**config.mk**
```make
export PLATFORM = sky130hd
export DESIGN_NAME = alu_op_sequencer
export DESIGN_NICKNAME = d
export VERILOG_FILES = /design/src/rtl/alu_op_sequencer.sv
export SDC_FILE = /design/constraint.sdc
export NUM_CORES = 1
export LEC_CHECK = 0
export ABC_AREA = 1
export CAP_MARGIN = 10
export CORE_MARGIN = 2
export CORE_UTILIZATION = 50
export CTS_CLUSTER_DIAMETER = 30
export DETAILED_ROUTE_END_ITERATION = 8
export PLACE_DENSITY = 0.78
export SLEW_MARGIN = 20
export SYNTH_ARGS = -nofsm -noshare
export SYNTH_HDL_FRONTEND = slang
export SYNTH_SLANG_ARGS = --single-unit
```
**constraint.sdc**
```tcl
create_clock -name clk -period 2.8 [get_ports clk]
set_input_delay 0.56 -clock clk [delete_from_list [all_inputs] [get_ports clk]]
set_output_delay 0.56 -clock clk [all_outputs]
set_load 0.02 [all_outputs]
```
**src/rtl/alu_op_sequencer.sv**
```systemverilog
// Issues ALU commands from registers and returns tagged results through a small FIFO.
// Optional counters are enabled by defining ALU_SEQ_STATS_EN.
module alu_op_sequencer #(
  parameter int DEPTH = 4,
  parameter int TAGW  = 4
) (
  input  logic            clk,
  input  logic            reset,
  input  logic            cmd_valid,
  output logic            cmd_ready,
  input  logic [31:0]     cmd_a,
  input  logic [31:0]     cmd_b,
  input  logic [2:0]      cmd_op,
  input  logic [TAGW-1:0] cmd_tag,
  output logic [31:0]     alu_a,
  output logic [31:0]     alu_b,
  output logic [2:0]      alu_op,
  input  logic [31:0]     alu_z,
  input  logic            alu_zero,
  output logic            res_valid,
  input  logic            res_ready,
  output logic [31:0]     res_z,
  output logic            res_zero,
  output logic [TAGW-1:0] res_tag,
`ifdef ALU_SEQ_STATS_EN
  output logic [31:0]     stat_ops,
  output logic [15:0]     stat_err,
  output logic [15:0]     stat_stall,
`endif
  output logic            res_err
);

  localparam int AW = $clog2(DEPTH);
  localparam int PW = AW + 1;
  localparam int EW = 32 + 1 + TAGW + 1;
  localparam logic [PW-1:0] PTR_ONE   = PW'(1);
  localparam logic [PW-1:0] DEPTH_PTR = PW'(DEPTH);
  localparam logic [PW:0]   DEPTH_EXT = (PW+1)'(DEPTH);

  logic            r_issValid;
  logic [TAGW-1:0] r_issTag;
  logic            r_issErr;
  logic [PW-1:0]   r_wptr;
  logic [PW-1:0]   r_rptr;
  logic [EW-1:0]   r_mem [DEPTH];

  logic [PW-1:0]   w_count;
  logic            w_accept;
  logic            w_pop;
  logic            w_cmdIllegal;
  logic [EW-1:0]   w_wdata;

  assign w_count      = r_wptr - r_rptr;
  assign cmd_ready    = ({1'b0, w_count} + {{PW{1'b0}}, r_issValid}) < DEPTH_EXT;
  assign w_accept     = cmd_valid && cmd_ready;
  assign res_valid    = (w_count != '0);
  assign w_pop        = res_valid && res_ready;
  assign w_cmdIllegal = !(cmd_op inside {3'b000, 3'b001, 3'b010, 3'b110, 3'b111});

  // Illegal commands still travel through the ALU but their result is masked to zero.
  assign w_wdata = r_issErr ? {32'd0, 1'b0, r_issTag, 1'b1}
                            : {alu_z, alu_zero, r_issTag, 1'b0};

  assign {res_z, res_zero, res_tag, res_err} = r_mem[r_rptr[AW-1:0]];

  always_ff @(posedge clk or posedge reset) begin
    if (reset) begin
      r_issValid <= 1'b0;
      r_issTag   <= '0;
      r_issErr   <= 1'b0;
      alu_a      <= '0;
      alu_b      <= '0;
      alu_op     <= '0;
    end else if (w_accept) begin
      r_issValid <= 1'b1;
      r_issTag   <= cmd_tag;
      r_issErr   <= w_cmdIllegal;
      alu_a      <= cmd_a;
      alu_b      <= cmd_b;
      alu_op     <= cmd_op;
    end else begin
      r_issValid <= 1'b0;
    end
  end

  always_ff @(posedge clk or posedge reset) begin
    if (reset) begin
      r_wptr <= '0;
      r_rptr <= '0;
    end else begin
      if (r_issValid) r_wptr <= r_wptr + PTR_ONE;
      if (w_pop)      r_rptr <= r_rptr + PTR_ONE;
    end
  end

  always_ff @(posedge clk) begin
    if (r_issValid) r_mem[r_wptr[AW-1:0]] <= w_wdata;
  end

  always @(posedge clk) begin
    if (!reset) assert (!(r_issValid && w_count == DEPTH_PTR));
  end

`ifdef ALU_SEQ_STATS_EN
  always_ff @(posedge clk or posedge reset) begin
    if (reset) begin
      stat_ops   <= '0;
      stat_err   <= '0;
      stat_stall <= '0;
    end else begin
      if (w_accept && stat_ops != '1)                    stat_ops   <= stat_ops + 32'd1;
      if (w_accept && w_cmdIllegal && stat_err != '1)    stat_err   <= stat_err + 16'd1;
      if (cmd_valid && !cmd_ready && stat_stall != '1)   stat_stall <= stat_stall + 16'd1;
    end
  end
`endif

endmodule

```
Word-level counts from Yosys, hierarchy flattened
Memory sizes are Yosys's and may differ from the RTL's.
Cells that the tools add are included.
{"block": "word_totals", "mem_bits_rw": 152, "word_cells": 28, "n_memories": 1, "input_bits": 108, "regBits": 79, "out_inout_bits": 107}
{"memory": "r_mem", "words": 4, "word_bits": 38, "read_ports": 1, "rd_ports_with_merged_regs": 0, "write_ports": 1, "line_no": "45", "text": "logic [EW-1:0] r_mem [DEPTH];"}
{"block": "classes", "reduce_logical": 6, "eq_ne": 4, "addsub": 4, "muxes": 4, "n_lt_le_gt_ge": 1}
{"cell": "$mux W38", "count": 1}
{"cell": "$add A3 B1 Y3 const B", "count": 2}
{"cell": "$eq A3 B3 Y1 const B", "count": 2}
{"cell": "$reduce_bool A5 Y1", "count": 1}
{"cell": "$add A3 B1 Y4", "count": 1}
{"cell": "$lt A4 B3 Y1 const B", "count": 1}
{"cell": "$eq A3 B1 Y1 const B", "count": 1}
{"cell": "$eq A3 B2 Y1 const B", "count": 1}
{"cell": "$logic_not A3 Y1", "count": 1}
{"cell": "$mux W1", "count": 3}
{"cell": "$reduce_bool A3 Y1", "count": 1}
{"cell": "$sub A3 B3 Y3", "count": 1}
{"cell": "$logic_and A1 B1 Y1", "count": 2}
{"cell": "$logic_not A1 Y1", "count": 1}

Depth between registers and ports, before layout
Gate-level depths: netlist of run 1.
{"block": "depth", "word_depth": 5, "mapped_depth": 12, "depth_no_buf": 11}

Worst setup path after synthesis of run 1
No wires, ideal clock.
{"block": "synth_path", "path_type": "register to output", "start": "reg r_wptr[0]", "end": "out cmd_ready", "stages_incl_launch_ff": 13, "slack_ns": 0.428, "arrival_ns": 1.812, "path_cell_list": "dfrtp_1 -> inv_1 -> ha_1 -> fa_1 -> inv_1 -> nand2_1 -> nand2_1 -> nand2_2 -> nand2_4 -> buf_8 -> buf_6 -> nand2_1 -> inv_2"}
{"block": "synth_between", "elab_chain_len": 3}
{"item": "from (decl)", "line_no": "43", "text": "logic [PW-1:0] r_wptr;"}
{"item": "from (signal assigned)", "line_no": "91", "text": "if (r_issValid) r_wptr <= r_wptr + PTR_ONE;"}
{"item": "$sub A3 B3 Y3", "line_no": "53", "text": "assign w_count = r_wptr - r_rptr;"}
{"item": "$add A3 B1 Y4", "line_no": "54", "text": "assign cmd_ready = ({1'b0, w_count} + {{PW{1'b0}}, r_issValid}) < DEPTH_EXT;"}
{"item": "$lt A4 B3 Y1", "line_no": "54"}
{"item": "to (decl)", "line_no": "10", "text": "output logic cmd_ready,"}
Every way passes these cells.

Final worst setup path of run 1
{"block": "layout_path", "start": "reg r_rptr[0]", "end": "out res_z[12]"}
{"block": "layout_between", "elab_chain_len": 1}
{"item": "from (decl)", "line_no": "44", "text": "logic [PW-1:0] r_rptr;"}
{"item": "from (signal assigned)", "line_no": "92", "text": "if (w_pop) r_rptr <= r_rptr + PTR_ONE;"}
{"item": "$mem_v2 Z4 W38"}
{"item": "to (decl)", "line_no": "22", "text": "output logic [31:0] res_z,"}
Every way passes these cells.

==> summary.txt, run 1 <==
Status -> finished, final reports clean
CP Max Fanout -> 79
Clock Skews -> 0.02220 ns
Final Instance Area -> 0.01306 mm^2
Root Driver -> clkbuf_16
Synthesized netlist cell count -> 827
Post-DP HPWL -> 13360 um
Final min period -> 2.713 ns
Inserted Diodes -> 0
Longest Clk Path Bufs -> 3
H-tree depth -> 2
Clk pin slew, worst setup/hold paths -> 0.05 ns
Layout net count -> 1163
Initial drt markers -> 489
Die width -> 141.6 um
Final setup violation count -> 0
Simple-Gate Fraction of Synth Area -> 0.1703
WL final -> 22420 um
Die Y -> 141.6 um
Tot Pwr -> 0.01695 W
Seq/Total Area, Yosys -> 0.6911
Clock Sinks -> 231
Hold crit path type -> in2async
Antenna violations before repair -> 0
Total global-route track usage -> 0.2269
Total gr overflow -> 0
CTS tree -> yes
Drt wl/cell -> 17.10 um
Fmax -> 0.3686 GHz
Fraction of layout cells with a size suffix above 1 -> 0.1161
DRT Pass-1 Iters -> 6
Number of global-route vias before repair -> 7055
Total CTS buffers -> 40
Mux contribution to synthesized area -> 0
Syn_area_per_cell -> 11.45 um^2
Startpoint Class -> flop
Hold WS -> 0.3810 ns
Initial Util -> 0.5077
RSZ-0062 raised after global routing -> yes
Critical Path Sink Type -> output pin
I/O Buffers -> 214
Die ar. -> 0.02005 mm^2
MaxCap Viol Count -> 0
Worst Path Arrival -> 2.15 ns
DRT antenna net count -> 0
Syn Nets -> 942
Largest family of logic cells by synthesized area -> simple AND/OR/NAND/NOR gates
Maximum VDD drop -> 0.0009873 V
Synth cell types -> 23
First-pass GRT wire length -> 35840 um
DRC Markers -> 0
Relative slew slack -> 0.4748
PwrDens -> 1298 mW/mm^2
WP data required -> 2.24 ns
Yosys reg bits -> 231
CP Class -> reg2out
Syn-to-layout area delta -> 37.96%
Placeable Area -> 0.01864 mm^2
Lkg Pwr -> 5.436 nW
Post-DP Area -> 0.01178 mm^2
Vias post-DR -> 6976
Fin crit share -> 0.9690
I/O pin cnt -> 215
Slew @ Worst Pin -> 0.7879 ns
Warnings, synthesis -> 0
Synth Area in Compound Gates -> 0.06583
Post-Synth XOR/XNOR Area -> 0.002776
Mean number of vias per cell -> 5.321
Hold Fails Final Rpt -> 0
R2R cell count -> 9
Largest net degree at the start of global routing -> 80
Pre-CTS WS -> 0.1087 ns
Gpl congestion -> 0.7681
Post-Syn Area -> 0.009465 mm^2
Final setup margin -> 0.08694 ns
Clock Latency Late Sink -> 0.51 ns
Final Slew Violations -> 0
Adder-Cell Fraction of Synth Area -> 0.01005
Core Rows -> 50
-- worst paths after layout --
path | slack (ns) | from | to
min in group clk | 0.47 | alu_b[15] | alu_b[15]
min | 0.38 | reset | alu_b[5]
max | 0.09 | r_rptr[0] | res_z[12]
max reg2reg | 0.15 | r_wptr[0] | alu_op[2]
min reg2reg | 0.47 | alu_b[15] | alu_b[15]
max in group asynchronous | 1.79 | reset | alu_a[3]
-- power breakdown --
| part | internal, W | switching (W) | total [W] |
|---|---|---|---|
| clock network | 0.00327 | 0.00156 | 0.00484 |
| registers | 0.00484 | 0.000451 | 0.00529 |
| logic | 0.00249 | 0.00433 | 0.00682 |
| total | 0.0106 | 0.00634 | 0.0169 |
-- final cells by class --
| cell class | instances | area [um^2] |
|---|---|---|
| multi-input cells | 485 | 2359 |
| fillers | 1341 | 5584 |
| repair buffers | 239 | 2307 |
| clock buffers | 47 | 1070 |
| clock inverters | 24 | 295.3 |
| well taps | 234 | 292.8 |
| flip-flops and latches | 231 | 6543 |
| inverters | 51 | 192.7 |
-- cell families after synthesis --
family / Yosys count
compound gates: 115
simple gates: 360
xor+xnor: 3
buf+inv: 111
fa+ha+maj: 7
flops: 231
-- worst max-delay path, cell delays in order (launching register included) --
cell and delay (ns):
dfrtp_2 0.42, buf_12 0.20, inv_2 0.15, buf_4 0.25
nor2_1 0.06, o22ai_1 0.16, dlygate4sd2_1 0.35
-- through the flow --
stage | util | TNS (ns) | cells
floorplan | - | 0 | 827
detailed placement | 0.6321 | 0 | 1240
global placement | 0.6321 | 0 | 1240
global route | 0.7005 | -0.03983 | 1311
CTS | 0.7027 | 0 | 1311
finish | 0.7005 | 0 | 1311
-- cell usage after synthesis --
| cell | instances | area (um^2) |
|---|---|---|
| nand2_1 | 160 | 600.6 |
| edfxtp_1 | 152 | 4564 |
| nor2_1 | 109 | 409.1 |
| dfrtp_1 | 79 | 1977 |
| o21ai_0 | 75 | 375.4 |
| nand4_1 | 72 | 450.4 |
| inv_1 | 46 | 172.7 |
| o22ai_1 | 38 | 237.7 |
| buf_2 | 25 | 125.1 |
| clkbuf_1 | 20 | 75.07 |
| buf_6 | 13 | 146.4 |
| nand2_2 | 10 | 62.56 |
| ha_1 | 6 | 75.07 |
| inv_2 | 5 | 18.77 |
| nand3_1 | 4 | 20.02 |
| xor2_1 | 3 | 26.28 |
| buf_8 | 2 | 30.03 |
| nand3_2 | 2 | 20.02 |
| o21ai_1 | 2 | 10.01 |
| fa_1 | 1 | 20.02 |
| nand2_4 | 1 | 11.26 |
| nand3_4 | 1 | 17.52 |
| nand3b_4 | 1 | 20.02 |
-- layer usage --
layer,vias up,global-route usage,wire length [um]
met1,3350,0.2780,8722
met2,262,0.3761,11010
met5,-,0,0
met3,44,0.07627,2069
met4,0,0.08526,611
li1,3320,-,-
-- cells in the final DEF (no fill, tap or decap), types with 18 or more instances in the layout --
cell	n
clkdlybuf4s50_1	173
nand2_1	160
edfxtp_1	152
nor2_1	109
dfrtp_1	78
nand4_1	72
o21ai_0	68
clkbuf_16	42
inv_1	41
o22ai_1	38
dlygate4sd2_1	22
buf_4	18
-- state kept, by name (all words and copies together), names as in the netlist --
signal      cells
r_wptr          3
r_rptr          3
alu_b          32
alu_a          32
r_mem         152
r_issTag        4
alu_op          3
r_issValid      1
r_issErr        1
-- repair_timing --
action | in CTS | in global routing
hold buffers | 0 | 0
pin swaps | 0 | 0
resized for setup | 47 | 40
setup endpoints to repair | 40 | 98
setup buffers | 0 | 0
(Power assumes the default switching activity.)
==> inputs of run 2 (changes only) <==
--- a/config.mk
+++ b/config.mk
@@ -12,6 +12,7 @@
 export CTS_CLUSTER_DIAMETER = 30
 export DETAILED_ROUTE_END_ITERATION = 8
 export PLACE_DENSITY = 0.78
+export RECOVER_POWER = 100
 export SLEW_MARGIN = 20
 export SYNTH_ARGS = -nofsm -noshare
 export SYNTH_HDL_FRONTEND = slang
==> run 2 against run 1 <==
The run now ends with max-capacitance violations, max-slew violations left. Final cell count did not move. Die area did not move. Hold slack better by 0.079 ns.
==> summary.txt, run 2 (same netlist as run 1, synthesis figures left out) <==
Status -> finished with violations
Violated checks -> max-capacitance violations, max-slew violations
RSZ-0062 raised after global routing -> yes
I/O Buffers -> 214
Lkg Pwr -> 5.465 nW
Die Y -> 141.6 um
Largest net degree at the start of global routing -> 80
Inserted Diodes -> 0
H-tree depth -> 2
Longest Clk Path Bufs -> 3
DRT antenna net count -> 0
Max reg flops -> 152
Core Rows -> 50
Commonest cells after routing, fill and taps aside -> 169 x nand2_1, 152 x edfxtp_1, 109 x nor2_1, 105 x clkdlybuf4s50_1, 78 x dfrtp_1
PwrDens -> 1285 mW/mm^2
Antenna violations before repair -> 0
I/O pin cnt -> 215
Fraction of layout cells with a size suffix above 1 -> 0.09842
Setup TNS -> 0 ns
Total global-route track usage -> 0.2269
Syn-to-layout area delta -> 37.16%
Clock Latency Late Sink -> 0.51 ns
Post-DP HPWL -> 13360 um
CP Class -> reg2out
Critical-path cell list -> buf_12 > inv_2 > buf_4 > nor2_1 > o22ai_1 > dlygate4sd2_1
WP data required -> 2.24 ns
Total gr overflow -> 0
CP max-delay cell -> dfrtp_2
DRC Markers -> 0
Root Driver -> clkbuf_16
Die width -> 141.6 um
Startpoint Class -> flop
Relative slew slack -> -0.3207
Initial drt markers -> 504
Final min period -> 2.706 ns
Total CTS buffers -> 40
Hold WS -> 0.4596 ns
Placeable Area -> 0.01864 mm^2
Initial Util -> 0.5077
Mean number of vias per cell -> 5.342
Fin crit share -> 0.9665
Slowest stage delay, CP -> 0.42 ns
Layout net count -> 1163
Maximum VDD drop -> 0.0009782 V
Final Instance Area -> 0.01298 mm^2
Final setup violation count -> 0
Slew @ Worst Pin -> 1.981 ns
Number of global-route vias before repair -> 7055
Worst Path Arrival -> 2.15 ns
Hold crit path type -> reg2reg
Critical Path Sink Type -> output pin
CTS tree -> yes
Commonest non-fill, non-tap cell in the layout -> nand2_1
Gpl congestion -> 0.7681
Final Slew Violations -> 39
Drt wl/cell -> 17.06 um
WL final -> 22360 um
Hold Buf Count CTS -> 0
Post-DP Area -> 0.01178 mm^2
Clock Skews -> 0.02189 ns
MaxCap Viol Count -> 1
Fmax -> 0.3695 GHz
First-pass GRT wire length -> 35840 um
CP Max Fanout -> 79
Vias post-DR -> 7003
DRT Pass-1 Iters -> 4
Clock Sinks -> 231
Setup bufs post-CTS -> 0
Clk pin slew, worst setup/hold paths -> 0.05 ns
Die ar. -> 0.02005 mm^2
Hold Fails Final Rpt -> 0
run 2: changes by cell type in the layout (fill, tap and decap cells not counted):
cell and delta:
clkinvlp_2 +1, nand2_1 +9, clkdlybuf4s50_1 -68, buf_4 -10
clkdlybuf4s15_1 -1, buf_12 -1, clkbuf_2 +1, nand2_2 -9
clkinv_2 -1, dlygate4sd2_1 +1, dlygate4sd3_1 +68, clkbuf_1 +10
run 2: worst max-delay path, delay by kind of cell (launching register included):
family / cells / cell delay (ns)
AND/OR/NAND/NOR: 1 / 0.06
flip-flops: 1 / 0.42
buffers and inverters: 4 / 0.95
AO/OA/AOI/OAI: 1 / 0.16
run 2: path summary, 6_finish.rpt:
| check | depth (start not counted) | slack [ns] | start | end |
|---|---|---|---|---|
| setup / recovery | 6 | 0.09 | r_rptr[0] | res_z[12] |
| hold / removal | 2 | 0.46 | alu_a[10] | alu_a[10] |
| setup reg to reg | 9 | 0.18 | r_wptr[0] | alu_b[30] |
| hold reg to reg | 2 | 0.46 | alu_a[10] | alu_a[10] |
| max in group asynchronous | 3 | 0.59 | reset | alu_a[12] |
| min in group asynchronous | 2 | 0.76 | reset | alu_b[5] |
run 2: report_power, final:
| part | internal, W | total (W) | switching (W) |
|---|---|---|---|
| Sequential | 0.00485 | 0.00527 | 0.000417 |
| Combinational | 0.00227 | 0.00657 | 0.00431 |
| Clock | 0.00327 | 0.00483 | 0.00156 |
| Total | 0.0104 | 0.0167 | 0.00629 |
run 2: cell type report:
| cell class | count | area [um^2] |
|---|---|---|
| Sequential cell | 231 | 6543 |
| Fill cell | 1359 | 5660 |
| Multi-Input combinational cell | 485 | 2336 |
| Timing Repair Buffer | 239 | 2253 |
| Clock buffer | 47 | 1070 |
| Clock inverter | 24 | 295.3 |
| Tap cell | 234 | 292.8 |
| Inverter | 51 | 192.7 |
run 2: timing repair:
action | in CTS | in global routing
gates resized for setup | 47 | 40
gates cloned | 0 | 0
setup endpoints to repair | 40 | 98
run 2: per-stage QoR:
step	utilization	total power (W)	cells	worst slack [ns]
floorplan	-	0.009699	827	0.2166
global placement	0.6321	0.01238	1240	0.1630
detailed placement	0.6321	0.01251	1240	0.1087
CTS	0.7027	0.01711	1311	0.0004081
global route	0.6964	0.01768	1311	-0.03241
finish	0.6964	0.01668	1311	0.09376
run 2: routing by layer:
layer | vias up | track usage | routed length, um
met3 | 44 | 0.07627 | 2139
li1 | 3328 | - | -
met1 | 3349 | 0.2780 | 8621
met4 | 0 | 0.08526 | 607
met5 | - | 0 | 0
met2 | 282 | 0.3761 | 10990
==> inputs of run 3 (changes only) <==
--- a/config.mk
+++ b/config.mk
@@ -6,10 +6,11 @@
 export NUM_CORES = 1
 export LEC_CHECK = 0
 export ABC_AREA = 1
-export CAP_MARGIN = 10
+export CAP_MARGIN = 20
 export CORE_MARGIN = 2
 export CORE_UTILIZATION = 50
 export CTS_CLUSTER_DIAMETER = 30
+export CTS_CLUSTER_SIZE = 20
 export DETAILED_ROUTE_END_ITERATION = 8
 export PLACE_DENSITY = 0.78
 export RECOVER_POWER = 100
==> constraint.sdc (replaced) <==
create_clock -name clk -period 2.9 [get_ports clk]
set_input_delay 0.58 -clock clk [delete_from_list [all_inputs] [get_ports clk]]
set_output_delay 0.58 -clock clk [all_outputs]
set_load 0.02 [all_outputs]
==> run 3 against run 2 <==
The flow still finishes with violations (max-capacitance violations, max-slew violations). Global-route usage shrank 0.29 points. Clock skew about the same. Highest routed layer unchanged. Critical path depth is the same. Core utilization down 0.50 points. Clock power shrank 12%. Worst setup slack gained 0.0024 ns. Wire length increased by 0.48%. Largest power group unchanged. Design area fell by 0.72%. Total power shrank 5.9%. Register-to-register slack improved by 0.04 ns. Combinational power is 3.7% lower. Clock-buffer cell count is 1 lower.
==> summary.txt, run 3 (same netlist as run 1, synthesis figures left out) <==
Status -> finished with violations
Violated checks -> max-capacitance violations, max-slew violations
Longest Clk Path Bufs -> 3
Maximum VDD drop -> 0.0009191 V
Sequential cell area -> 0.006543 mm^2
First-pass GRT wire length -> 35220 um
R2R setup slack -> 0.22 ns
DRT Pass-1 Iters -> 4
Final setup violation count -> 0
DRT antenna net count -> 0
Number of global-route vias before repair -> 6770
WP data required -> 2.32 ns
H-tree depth -> 2
CP Class -> reg2out
Root Driver -> clkbuf_16
Worst Setup SP -> r_rptr[0]
Clock Skews -> 0.02196 ns
Fin crit share -> 0.9668
CP max-delay cell -> dfrtp_2
Mean number of vias per cell -> 5.268
DRC Markers -> 0
I/O Buffers -> 214
Fin util -> 0.6913
Max reg flops -> 152
Total CTS buffers -> 40
Setup bufs post-CTS -> 0
R2R cell count -> 9
Antenna violations before repair -> 0
Fraction of layout cells with a size suffix above 1 -> 0.09777
Die ar. -> 0.02005 mm^2
Fmax -> 0.3567 GHz
Clock Sinks -> 231
Die Y -> 141.6 um
Final min period -> 2.804 ns
Commonest non-fill, non-tap cell in the layout -> nand2_1
Setup crit end -> res_err
I/O pin cnt -> 215
Vias post-DR -> 6891
Critical-path cell list -> buf_12 > inv_2 > buf_12 > o21ai_0 > o22ai_1 > dlygate4sd2_1
Syn-to-layout area delta -> 36.17%
Critical Path Sink Type -> output pin
Drt wl/cell -> 17.18 um
Placeable Area -> 0.01864 mm^2
Worst Path Arrival -> 2.22 ns
Commonest cells after routing, fill and taps aside -> 168 x nand2_1, 152 x edfxtp_1, 109 x nor2_1, 105 x clkdlybuf4s50_1, 78 x dfrtp_1
Total global-route track usage -> 0.2240
Hold Fails Final Rpt -> 0
Setup TNS -> 0 ns
Multi-input logic area -> 0.002338 mm^2
CP Max Fanout -> 79
Startpoint Class -> flop
Largest net degree at the start of global routing -> 80
Post-DP HPWL -> 13250 um
WL final -> 22470 um
Relative slew slack -> -0.3723
Initial Util -> 0.5077
Layout net count -> 1159
Clock Latency Late Sink -> 0.51 ns
MaxCap Viol Count -> 1
Slew @ Worst Pin -> 2.058 ns
Lkg Pwr -> 5.440 nW
CTS tree -> yes
Clk pin slew, worst setup/hold paths -> 0.04 ns
Slowest stage delay, CP -> 0.42 ns
Initial drt markers -> 353
Core Rows -> 50
Total gr overflow -> 0
Gpl congestion -> 0.7715
Inserted Diodes -> 0
RR Endpoint -> alu_b[8]
Die width -> 141.6 um
Hold crit path type -> reg2reg
Crit Reg-Reg Startpoint -> r_wptr[0]
PwrDens -> 1218 mW/mm^2
Final Slew Violations -> 39
Crit-path most repeated cell -> buf_12
Fill cells -> 1367
RSZ-0062 raised after global routing -> no
==> run 3: cell types whose count changed in the layout (fill, tap and decap cells not counted), sizes merged <==
cell           change
clkdlybuf4s15      -1
dlygate4sd2       +14
clkinv             -1
inv                +7
bufinv             -5
clkbuf            -14
buf                -4
clkinvlp           +1
==> run 3: per-layer routing <==
metal | wire length [um] | track usage
met2 | 11020 | 0.3674
met5 | 0 | 0
met4 | 516 | 0.07842
met1 | 8924 | 0.2788
met3 | 2002 | 0.07796
==> run 3: worst min path at each step <==
stage / startpoint / to / cells after the start
floorplan: r_issErr / r_mem[0][0] / 0
global placement: alu_b[27] / alu_b[27] / 2
detailed placement: alu_b[4] / alu_b[4] / 2
CTS: reset / alu_a[31] / 2
global route: alu_b[4] / alu_b[4] / 2
finish: alu_b[4] / alu_b[4] / 2
==> run 3: repair_timing <==
action,CTS,global route
hold buffers,0,0
endpoints found under the setup margin,40,70
hold endpoints to repair,0,0
resized for setup,42,7
==> run 3: worst max-delay path, delay by kind of cell (launching register included) <==
family,cells,cell delay (ns)
compound gates,2,0.32
buf+inv,4,0.92
flops,1,0.42
==> run 3: power breakdown <==
| group | leakage [nW] | switching (W) | internal [W] | total [W] |
|---|---|---|---|---|
| combinational | 2.45 | 0.00415 | 0.00218 | 0.00633 |
| clock | 0.622 | 0.00157 | 0.00270 | 0.00427 |
| sequential | 2.37 | 0.000408 | 0.00468 | 0.00509 |
| total | 5.44 | 0.00613 | 0.00956 | 0.0157 |
==> run 3: final cells by class <==
class | count | share of cell area
clock buffers | 46 | 0.08096
repair buffers | 235 | 0.1763
well taps | 234 | 0.02272
clock inverters | 26 | 0.01602
inverters | 51 | 0.01495
multi-input cells | 485 | 0.1814
flip-flops and latches | 231 | 0.5076
==> run 3: through the flow <==
step	total power, W	cells	hold slack [ns]	worst slack (ns)	cell area [um^2]
2_1_floorplan	0.009364	827	0.4742	0.2966	9465
3_3_place_gp	0.01195	1236	0.4523	0.1940	11750
3_5_place_dp	0.01211	1236	0.4588	0.1088	11750
4_1_cts	0.01614	1308	0.3743	0.02319	12960
5_1_grt	0.01666	1308	0.4914	0.002857	12890
6_report	0.01569	1308	0.4609	0.09621	12890
